==> src/rtl/safecrack_btn_capture.sv <==
// Button front end for the safecrack unlock FSM: synchronise, debounce,
// accumulate a chord and strobe it out once every button is released.
module safecrack_btn_capture #(
  parameter int unsigned DEBOUNCE_CYCLES = 4,
  parameter int unsigned MAX_HOLD        = 1000
) (
  input  logic       clk,
  input  logic       rst,
  input  logic [3:0] btn_raw,
  output logic [3:0] code,
  output logic       code_valid,
  output logic       stuck
);

  localparam int unsigned CW = (DEBOUNCE_CYCLES > 1) ? $clog2(DEBOUNCE_CYCLES) : 1;
  localparam int unsigned HW = $clog2(MAX_HOLD + 1);
  localparam logic [CW-1:0] CNT_LAST = CW'(DEBOUNCE_CYCLES - 1);
  localparam logic [HW-1:0] HOLD_MAX = HW'(MAX_HOLD);

  typedef enum logic [1:0] {
    IDLE         = 2'd0,
    PRESS        = 2'd1,
    WAIT_RELEASE = 2'd2
  } state_e;

  state_e          state_q, state_d;
  logic [3:0]      s1_q, s2_q;
  logic [3:0]      cand_q, cand_d;
  logic [CW-1:0]   cnt_q, cnt_d;
  logic [3:0]      db_q, db_d;
  logic [3:0]      chord_q, chord_d;
  logic [HW-1:0]   hold_q, hold_d;
  logic [3:0]      code_q, code_d;
  logic            valid_q, valid_d;
  logic            stuck_q, stuck_d;

  // Debouncer: the count saturates at CNT_LAST so a stable value keeps reloading btn_db.
  always_comb begin
    cand_d = cand_q;
    cnt_d  = cnt_q;
    db_d   = db_q;
    if (s2_q != cand_q) begin
      cand_d = s2_q;
      cnt_d  = '0;
    end else if (cnt_q == CNT_LAST) begin
      db_d = cand_q;
    end else begin
      cnt_d = cnt_q + 1'b1;
    end
  end

  always_comb begin
    state_d = state_q;
    chord_d = chord_q;
    hold_d  = hold_q;
    case (state_q)
      IDLE: begin
        if (db_q != '0) begin
          chord_d = db_q;
          hold_d  = HW'(1);
          state_d = PRESS;
        end
      end
      PRESS: begin
        if (db_q == '0) begin
          state_d = IDLE;
        end else if (hold_q == HOLD_MAX) begin
          state_d = WAIT_RELEASE;
        end else begin
          chord_d = chord_q | db_q;
          hold_d  = hold_q + 1'b1;
        end
      end
      WAIT_RELEASE: begin
        if (db_q == '0) state_d = IDLE;
      end
      default: state_d = IDLE;
    endcase
  end

  // Release is tested before the timeout so a release on the timeout edge still emits.
  always_comb begin
    code_d  = '0;
    valid_d = 1'b0;
    stuck_d = 1'b0;
    case (state_q)
      PRESS: begin
        if (db_q == '0) begin
          code_d  = chord_q;
          valid_d = 1'b1;
        end else if (hold_q == HOLD_MAX) begin
          stuck_d = 1'b1;
        end
      end
      WAIT_RELEASE: stuck_d = (db_q != '0);
      default: ;
    endcase
  end

  always_ff @(posedge clk) begin
    if (rst) begin
      s1_q    <= '0;
      s2_q    <= '0;
      cand_q  <= '0;
      cnt_q   <= '0;
      db_q    <= '0;
      state_q <= IDLE;
      chord_q <= '0;
      hold_q  <= '0;
      code_q  <= '0;
      valid_q <= 1'b0;
      stuck_q <= 1'b0;
    end else begin
      s1_q    <= btn_raw;
      s2_q    <= s1_q;
      cand_q  <= cand_d;
      cnt_q   <= cnt_d;
      db_q    <= db_d;
      state_q <= state_d;
      chord_q <= chord_d;
      hold_q  <= hold_d;
      code_q  <= code_d;
      valid_q <= valid_d;
      stuck_q <= stuck_d;
    end
  end

  assign code       = code_q;
  assign code_valid = valid_q;
  assign stuck      = stuck_q;

endmodule

==> config.mk <==
export PLATFORM = sky130hd
export DESIGN_NAME = safecrack_btn_capture
export DESIGN_NICKNAME = d
export VERILOG_FILES = /design/src/rtl/safecrack_btn_capture.sv
export SDC_FILE = /design/constraint.sdc
export NUM_CORES = 1
export LEC_CHECK = 0
export CAP_MARGIN = 5
export CORE_MARGIN = 3
export CORE_UTILIZATION = 40
export CTS_CLUSTER_SIZE = 30
export DETAILED_ROUTE_END_ITERATION = 10
export HOLD_SLACK_MARGIN = 0.03
export PLACE_DENSITY = 0.6
export REMOVE_ABC_BUFFERS = 1
export SLEW_MARGIN = 25
export SYNTH_ARGS = -nofsm -noshare
export SYNTH_HDL_FRONTEND = slang
export SYNTH_SLANG_ARGS = --single-unit
==> constraint.sdc <==
create_clock -name clk -period 4.9 [get_ports clk]
set_clock_uncertainty 0.05 [all_clocks]
set_input_delay 1.47 -clock clk [delete_from_list [all_inputs] [get_ports clk]]
set_output_delay 1.47 -clock clk [all_outputs]
set_load 0.005 [all_outputs]
==> results.tsv <==
stage	metric	value	unit
status	status	completed	
route	num_vias	1187	
layout	fillerInstances	351	
route	drtIter0Drc	69	
yosys	synth_area_leaders	dfxtp_1, nor2b_1, ha_1, xor2_1, o21ai_0	
die	die_w	70.1	um
sta	maxSlewViolCount	0	
sta	max_clock_freq	325	MHz
yosys	synth.yosys.seq_area_share	48.7	%
route	drc	0	
die	io_pins	12	
sta	finalCritPeriodShare	62.7	%
sta	fin_tns_setup	0	ps
sta	min_period	3070	ps
global_routing	grt_pass1_vias	1066	
power_and_ir_drop	power.density	329	nW/um2
die	dieArea	4920	um2
global_routing	overflow	0	
critical_path	crit_type	in -> reg	
power_and_ir_drop	power	0.625	mW
yosys	synthArstFlopShare	0	%
clock_tree	cts_buffers	5	
critical_path	slowest_stage	clkdlybuf4s50_1	
critical_path	cp_max_fo	32	
critical_path	crit_chain	clkdlybuf4s50_1, nor3_1, a22o_2	
sta	maxSlewHeadroom	37.0	%
die	core	3800	um2
global_routing	antenna_found_initial	0	
route	wl_per_cell	12.9	um
power_and_ir_drop	p_leak	0.679	nW
yosys	synth_edf_count	0	
critical_path	worstSetupEndpointType	flip-flop	
sta	hold_viol_final	0	
clock_tree	cts_root_buffer	clkbuf_8	
yosys	synth_warnings	0	
critical_path	worst_r2r_path_depth	6	
die	die_h	70.1	um
sta	max_slew.worst_pin.slew	942	ps
yosys	synth_seq_cells	40	
clock_tree	cts_sinks	40	
global_routing	grt_usage	12.7	%
critical_path	cpPeakStageDelay	900	ps
layout	drive_above_1_share	9.09	%
yosys	synth_flop_cell	dfxtp_1	
critical_path	critPathArrivalTime	3250	ps
clock_tree	cts.path.max_buffers	2	
yosys	synth_cell_type_count	43	
yosys	synth_commonest_cells	dfxtp_1, nor2b_1, nor2_1	
yosys	syn_avg_cell_area	10.1	um2
route	drt-pass1-iter-count	4	
layout	fin_area	1900	um2
place	place.gp.congestion	0.801	
clock_tree	postCtsResizedCells	0	
place	port_buffers	11	
die	rows	22	
clock_tree	cts_hold_buf	0	
layout	insertedDiodeCount	0	
clock_tree	cts_tree	yes	
route	vias_per_cell	5.30	
yosys	yosys.area.top_type_share	48.7	%
clock_tree	worstSkewPairLatency	280	ps
critical_path	critPathLaunchType	input pin	
min_path	min_path_cells	1	
sta	rsz0062_at_grt	no	
power_and_ir_drop	ir_drop	0.165	mV
sta	setup_viol	0	
global_routing	grt_max_degree	33	
sta	finalWorstSetupSlack	1830	ps
job	cap_violations	0	
die	start_util	43.3	%
route	routed_wl	2.90	mm
layout	fin_util	50.0	%
yosys	netlist_instances	163	
route	ant_nets	0	
critical_path	required	5080	ps
global_routing	grt_pass1_wl	5.02	mm
clock_tree	clk_pin_slew	80	ps
place	place_ws	1500	ps
yosys	synth.largest_area_cell	dfxtp_1	
place	post-dp-hpwl	2.02	mm
clock_tree	cts_setup_buffers	0	
yosys	synth.most_common_cell	dfxtp_1	
layout	area.growth.synth_to_final	15.4	%
layout	nets	187	
yosys	synthesis.area	1640	um2
place	place_area	1780	um2
min_path	hp-class	reg -> reg	
clock_tree	htreeDepth	2	
-- report_power, final --
group,internal (mW),switching (mW)
sequential,0.330,0.00267
combinational,0.0111,0.0107
clock,0.153,0.117
total,0.495,0.131
-- metrics by stage --
step / std cells / hold WS (ps)
2_1_floorplan: 157 / 364
3_3_place_gp: 216 / 370
3_5_place_dp: 216 / 377
4_1_cts: 224 / 397
5_1_grt: 224 / 408
6_report: 224 / 392
-- cells by family after synthesis --
family                     share of synthesized area, %
AOI/OAI and AO/OA                                  11.0
xor gates and xnor gates                           4.26
adders and majority gates                          4.57
buffers and inverters                              2.81
DFF                                                48.7
muxes                                             0.609
and+or+nand+nor                                    28.0
-- routing by layer --
layer,global-route usage (%),share of wire [%],vias up
li1,-,-,605
met1,17.6,50,557
met2,18.2,45,23
met3,4.32,4.4,2
met4,4.47,0.83,0
met5,0,0,-
-- registers in the layout, summed over array words and instances (netlist names), 2 cells and up --
| register | count |
|---|---|
| s2_q | 4 |
| hold_q | 10 |
| chord_q | 4 |
| db_q | 4 |
| cand_q | 4 |
| cnt_q | 2 |
| s1_q | 4 |
| code | 4 |
| state_q | 2 |
-- worst max-delay path: cells and delay by family --
kind / cells / cell delay, ps
buffers and inverters: 1 / 900
and+or+nand+nor: 1 / 640
AOI/OAI and AO/OA: 1 / 240
-- placed cells by master, fill, tap and decap left out, drive strengths merged, types with 4 or more instances in the layout --
| cell | Yosys | final |
|---|---|---|
| inv | 4 | 5 |
| and2 | 5 | 5 |
| dfxtp | 40 | 40 |
| nor2b | 13 | 13 |
| ha | 6 | 6 |
| o21ai | 9 | 9 |
| nand2b | 6 | 6 |
| nand4b | 4 | 4 |
| nor3 | 6 | 6 |
| xor2 | 5 | 5 |
| nor4 | 4 | 4 |
| a21oi | 6 | 6 |
| a22o | 4 | 4 |
| clkdlybuf4s50 | 0 | 11 |
| nor2 | 9 | 9 |
| clkbuf | 3 | 5 |
| nand2 | 4 | 4 |
-- area by class of cell --
cell class,count,area [um2],share of cell area (%)
multi-input combinational,113,797,42.0
clock buffer,5,68.8,3.63
sequential,40,801,42.2
inverter,4,15.0,0.791
clock inverter,3,46.3,2.44
timing repair buffer,11,110,5.80
tap,48,60.1,3.16
-- worst paths after layout --
path,start,endpoint,slack (ps)
worst min register to register,s1_q[2]$_SDFF_PP0_,s2_q[2]$_SDFF_PP0_,390
worst max register to register,state_q[1]$_SDFFE_PP0P_,hold_q[9]$_SDFFE_PP0P_,2820
worst min-delay path,s1_q[2]$_SDFF_PP0_,s2_q[2]$_SDFF_PP0_,390
worst max-delay path,rst,chord_q[3]$_SDFFE_PP0P_,1830
Power figures use the tool's default switching activity.
